`src/rtl/umi_pkg.sv`:
```
// Shared UMI definitions: default bus widths, the EOM bit position inside cmd,
// the mux lock-state encoding and a small index helper.
package umi_pkg;

  localparam int UMI_DW      = 128;
  localparam int UMI_CW      = 32;
  localparam int UMI_AW      = 64;
  localparam int UMI_EOM_BIT = 22;

  // IDLE arbitrates freely; LOCKED holds the output for one multi-beat transaction.
  typedef enum logic {
    ST_IDLE   = 1'b0,
    ST_LOCKED = 1'b1
  } mux_state_e;

  // Next index after idx, wrapping n-1 back to 0.
  function automatic int wrap_inc(input int idx, input int n);
    return (idx == n - 1) ? 0 : idx + 1;
  endfunction

endpackage

```
`src/rtl/umi_rr_arbiter.sv`:
```
// Round-robin arbiter: grants the first requester at or after ptr_i, wrapping
// modulo N. Purely combinational; the caller owns and advances the pointer.
module umi_rr_arbiter #(
  parameter int N  = 4,
  parameter int PW = (N > 1) ? $clog2(N) : 1
) (
  input  logic [N-1:0]  req_i,
  input  logic [PW-1:0] ptr_i,
  output logic [N-1:0]  grant_o,
  output logic [PW-1:0] grant_idx_o
);

  // Scan offsets from farthest to nearest so the nearest requester wins last.
  always_comb begin
    grant_o     = '0;
    grant_idx_o = '0;
    for (int k = N - 1; k >= 0; k--) begin
      if (req_i[(int'(ptr_i) + k) % N]) begin
        grant_o                          = '0;
        grant_o[(int'(ptr_i) + k) % N]   = 1'b1;
        grant_idx_o                      = PW'((int'(ptr_i) + k) % N);
      end
    end
  end

endmodule

```
`src/rtl/umi_mux_rr.sv`:
```
// N-to-1 UMI packet mux with round-robin arbitration and transaction locking:
// once an input wins, it keeps the output until it sends a beat with EOM set.
// Optional feature macro UMI_MUX_RR_OUTREG_EN adds a 2-entry output skid
// buffer so every umi_out_* is registered (1-cycle latency, full rate).
//
// Handshake: a beat moves on a side when valid & ready are both high in the
// same cycle; valid never depends on ready, ready may depend on valid.
module umi_mux_rr
  import umi_pkg::*;
#(
  parameter int N  = 4,
  parameter int DW = UMI_DW,
  parameter int CW = UMI_CW,
  parameter int AW = UMI_AW
) (
  input  logic            clk,
  input  logic            nreset,
  input  logic [N-1:0]    umi_in_valid,
  input  logic [N*CW-1:0] umi_in_cmd,
  input  logic [N*AW-1:0] umi_in_dstaddr,
  input  logic [N*AW-1:0] umi_in_srcaddr,
  input  logic [N*DW-1:0] umi_in_data,
  output logic [N-1:0]    umi_in_ready,
  output logic            umi_out_valid,
  output logic [CW-1:0]   umi_out_cmd,
  output logic [AW-1:0]   umi_out_dstaddr,
  output logic [AW-1:0]   umi_out_srcaddr,
  output logic [DW-1:0]   umi_out_data,
  input  logic            umi_out_ready
);

  localparam int PW  = (N > 1) ? $clog2(N) : 1;
  localparam int PKW = CW + 2 * AW + DW;

  mux_state_e     state_q, state_d;
  logic [PW-1:0]  ptr_q, ptr_d;
  logic [PW-1:0]  lock_idx_q, lock_idx_d;
  logic [N-1:0]   arb_grant, grant;
  logic [PW-1:0]  arb_idx, sel_idx;
  logic [PKW-1:0] sel_pkt;
  logic           sel_valid, sel_eom, side_ready, xfer;

  umi_rr_arbiter #(.N(N), .PW(PW)) u_arb (
    .req_i       (umi_in_valid),
    .ptr_i       (ptr_q),
    .grant_o     (arb_grant),
    .grant_idx_o (arb_idx)
  );

  // Grant source: live arbitration when idle, the stored owner when locked.
  always_comb begin
    grant   = arb_grant;
    sel_idx = arb_idx;
    if (state_q == ST_LOCKED) begin
      grant             = '0;
      grant[lock_idx_q] = 1'b1;
      sel_idx           = lock_idx_q;
    end
  end

  // Selected beat; forced invalid while reset is asserted.
  always_comb begin
    sel_pkt   = {umi_in_cmd[int'(sel_idx) * CW +: CW],
                 umi_in_dstaddr[int'(sel_idx) * AW +: AW],
                 umi_in_srcaddr[int'(sel_idx) * AW +: AW],
                 umi_in_data[int'(sel_idx) * DW +: DW]};
    sel_valid = nreset & (|(grant & umi_in_valid));
    sel_eom   = sel_pkt[PKW - CW + UMI_EOM_BIT];
    xfer      = sel_valid & side_ready;
  end

  assign umi_in_ready = grant & {N{side_ready & nreset}};

  // Lock/pointer next state: only a granted transfer moves either of them.
  always_comb begin
    state_d    = state_q;
    ptr_d      = ptr_q;
    lock_idx_d = lock_idx_q;
    if (xfer) begin
      if (sel_eom) begin
        state_d = ST_IDLE;
        ptr_d   = PW'(wrap_inc(int'(sel_idx), N));
      end else begin
        state_d    = ST_LOCKED;
        lock_idx_d = sel_idx;
      end
    end
  end

  // Lock/pointer state register.
  always_ff @(posedge clk or negedge nreset) begin
    if (!nreset) begin
      state_q    <= ST_IDLE;
      ptr_q      <= '0;
      lock_idx_q <= '0;
    end else begin
      state_q    <= state_d;
      ptr_q      <= ptr_d;
      lock_idx_q <= lock_idx_d;
    end
  end

`ifdef UMI_MUX_RR_OUTREG_EN
  // head_q drives the output; spare_q catches the beat accepted while the
  // head is stalled, which is what lets the input side stay ready for a cycle.
  logic [PKW-1:0] head_q, head_d, spare_q, spare_d;
  logic [1:0]     cnt_q, cnt_d;
  logic           pop;

  assign side_ready = (cnt_q != 2'd2);
  assign pop        = (cnt_q != 2'd0) & umi_out_ready;

  // Skid buffer next state for push, pop, or both in the same cycle.
  always_comb begin
    head_d  = head_q;
    spare_d = spare_q;
    cnt_d   = cnt_q;
    case ({xfer, pop})
      2'b10: begin
        if (cnt_q == 2'd0) head_d = sel_pkt;
        else               spare_d = sel_pkt;
        cnt_d = cnt_q + 2'd1;
      end
      2'b01: begin
        head_d = spare_q;
        cnt_d  = cnt_q - 2'd1;
      end
      2'b11: begin
        if (cnt_q == 2'd1) begin
          head_d = sel_pkt;
        end else begin
          head_d  = spare_q;
          spare_d = sel_pkt;
        end
      end
      default: ;
    endcase
  end

  // Skid buffer storage.
  always_ff @(posedge clk or negedge nreset) begin
    if (!nreset) begin
      head_q  <= '0;
      spare_q <= '0;
      cnt_q   <= 2'd0;
    end else begin
      head_q  <= head_d;
      spare_q <= spare_d;
      cnt_q   <= cnt_d;
    end
  end

  assign umi_out_valid = (cnt_q != 2'd0);
  assign {umi_out_cmd, umi_out_dstaddr, umi_out_srcaddr, umi_out_data} = head_q;
`else
  assign side_ready    = umi_out_ready;
  assign umi_out_valid = sel_valid;
  assign {umi_out_cmd, umi_out_dstaddr, umi_out_srcaddr, umi_out_data} = sel_pkt;
`endif

endmodule
```
`config.mk`:
```
export PLATFORM = sky130hd
export DESIGN_NAME = umi_mux_rr
export DESIGN_NICKNAME = d
export VERILOG_FILES = /design/src/rtl/umi_pkg.sv /design/src/rtl/umi_rr_arbiter.sv /design/src/rtl/umi_mux_rr.sv
export SDC_FILE = /design/constraint.sdc
export NUM_CORES = 1
export LEC_CHECK = 0
export BUFFER_PORTS_ARGS = -buffer_cell sky130_fd_sc_hd__buf_2
export CORE_AREA = 2 2 568 570
export DETAILED_ROUTE_END_ITERATION = 10
export DIE_AREA = 0 0 570 572
export SYNTH_ARGS = -nofsm -noshare
export SYNTH_HDL_FRONTEND = slang
export SYNTH_HIERARCHICAL = 1
export SYNTH_SLANG_ARGS = --single-unit
export TNS_END_PERCENT = 1
```
`constraint.sdc`:
```
create_clock -name clk -period 6.95 [get_ports clk]
set_clock_uncertainty 0.05 [all_clocks]
set_input_delay 1.0425 -clock clk [delete_from_list [all_inputs] [get_ports clk]]
set_output_delay 1.0425 -clock clk [all_outputs]
set_load 0.02 [all_outputs]
```
==> results.ini <==
[clock_tree]
cts_buffers = 3
clock_sinks = 5
cts_tree = done
clkTransAtPathRegs_ns = 0.03
post_cts_buffers = 0
clock_latency_ns = 0.23
cts_hold_buf = 0
htree_levels = 1
clockBufferDepth = 2
ctsRootBufferMaster = clkbuf_16
ctsResizeCount = 0

[global_routing]
grt_pass1_vias = 14100
antenna_found_initial = 367
grt_pass1_wl_um = 255000
overflow = 0
track_usage_pct = 13.3
grt_start_max_net_pins = 55

[synth]
synth_top_area_cell = mux4_1
synthCells = 473
ys_types = 38
mappedNetlistArea_mm2 = 0.00903
yosysSeqAreaShare_pct = 1.39
synthArstFlopShare_pct = 100
avgSynthCellArea_um2 = 19.1
synthDominantCellAreaShare_pct = 83.0
syn-num-nets = 1640
ys_top_cells_by_area = mux4_1 83%, buf_6 4.0%, mux4_2 1.5%, dfrtp_1 1.4%, buf_2 1.3%
ys.flop_type = dfrtp_1
synth_edf_count = 0
ys.warnings.count = 6
ys_ff_latch = 5

[finish]
syn_to_final_growth_pct = 142
stdcell_count = 6255
final_common_cell = buf_2
drive_gt1_share_pct = 79.6
fin_area_mm2 = 0.0218
layout_common_cells = 1451 x buf_2, 285 x mux4_1, 40 x buf_4, 20 x nor2_1, 11 x a21oi_1
nFillCells = 37700
final_util_pct = 6.83
final_nets = 3071

[timing]
fmax_mhz = 168
slew_violations = 0
rsz0062_at_grt = no
finalHoldViolCount = 0
timing.final.crit_period_ns = 5.96
fin_setup_tns_ns = 0
finalCritPeriodShare_pct = 85.7
slew-limit-headroom_pct = 37.9
whs_ns = 0.598
tightest_slew_ns = 0.932
setup_viol = 0

[worst_setup_path]
path_delay_family = multiplexers
start_kind = input port
rr_startpoint = ptr_q[0]$_DFFE_PN0P_
crit_path_end_kind = output port
crit_type = in -> out
cp_slowest_cell = mux4_1
worst-r2r-cell-count = 11
regToRegSetupSlack_ns = 2.77
path_buf_inv = 3
crit_fanout = 51
cp_data_required_time_ns = 5.86
arrival_ns = 4.87
crit_chain = buf_2 > mux4_2 > and2b_1 > o21ai_0 > o21ai_0 > mux2_8 > buf_12 > mux4_1 > buf_2
critPathLaunch = umi_in_valid[1]
r2r_end = lock_idx_q[1]$_DFFE_PN0P_
crit_path_max_incr_delay_ns = 0.86

[power]
clkPwrFrac_pct = 0.8
seq_power_share_pct = 0.6
powerDensity_mw_per_mm2 = 533
vdd_ir_drop_max_mv = 0.467
intPower_mw = 3.79
p_leak_nw = 9.35
swShare_pct = 67.5
combPwrFrac_pct = 98.6
switchingPower_mw = 7.86

[floorplanning]
die_area_mm2 = 0.326
rows = 208
start_util_pct = 2.82
ios = 1452
die_x_um = 570
core_mm2 = 0.320
die_y_um = 572

[placement]
port_buffers = 1451
place_hpwl_um = 220000
routabilityCongestion = 1.05
place_inst = 6099
placed_cell_area_mm2 = 0.0214

[route]
drt-wirelength-per-cell_um = 36.8
detail_route.iter0.violations = 1010
antenna_left = 0
firstDrtPassIters = 5
vias_per_cell = 2.45
wl_um = 230000
drc = 0
vias = 15300

[outcome]
status = finished clean

[worst_hold_path]
worst_hold_path_type = in -> async

[flow_run]
max-cap-violations = 0

layer usage:
layer	GRT usage, %	up-vias	share of wire [%]
met5	0	-	0.62
met4	4.62	216	4.8
met3	9.44	676	17
met2	22.4	1684	46
met1	12.7	7066	32
li1	-	5652	-
through the flow:
step,power [mW],worst slack [ns]
final,11.6,0.992
after global routing,12.2,0.807
after global placement,11.9,1.00
after floorplan,5.86,2.46
after CTS,12.1,0.936
after detailed placement,11.9,0.941
how the worst max path moves through the flow:
stage,cells after the start,endpoint
global placement,9,umi_out_cmd[29]
floorplan,13,umi_out_data[101]
detailed placement,9,umi_out_cmd[29]
global route,9,umi_out_cmd[29]
CTS,9,umi_out_cmd[29]
finish,9,umi_out_cmd[29]
flip-flops by register name (all words and copies together), names as in the netlist:
signal and cells:
state_q 1, ptr_q 2, lock_idx_q 2
cell type report:
type                    count  area [µm²]  area share [%]
diodes                    152         380            1.74
multi-input cells         391        8330            38.1
well taps                4200        5260            24.1
repair buffers           1495        7640            35.0
flip-flops and latches      5         125           0.573
clock buffers               4        78.8           0.361
inverters                   8        30.0           0.137
cell families (layout without fill, tap and decap cells):
kind of cell / after synthesis / count (layout) / synth area share, %
flip-flops: 5 / 5 / 1.39
AO/OA/AOI/OAI: 36 / 36 / 2.68
other: 0 / 152 / 0
adder cells (fa/ha/maj): 8 / 8 / 1.11
AND/OR/NAND/NOR: 44 / 44 / 2.27
buffers and inverters: 77 / 1507 / 6.57
multiplexers: 303 / 303 / 86.0
power groups by stage:
stage | Combinational (mW) | Clock, mW | Sequential (mW)
after floorplan | 5.81 | 0 | 0.0550
after global placement | 11.9 | 0 | 0.0662
after detailed placement | 11.9 | 0 | 0.0663
after CTS | 11.9 | 0.0958 | 0.0657
after global routing | 12.0 | 0.0972 | 0.0682
final | 11.5 | 0.0947 | 0.0654
cells in the mapped netlist, drive strengths merged, types with 2 or more instances:
cell / number
mux4: 291
buf: 59
nor2: 21
a21oi: 11
clkbuf: 10
nand2: 9
ha: 8
inv: 7
o21ai: 7
mux2: 6
mux2i: 6
a211oi: 5
a221oi: 5
dfrtp: 5
nand3: 5
nor2b: 2
nor3: 2
Power figures use the tool's default switching activity.
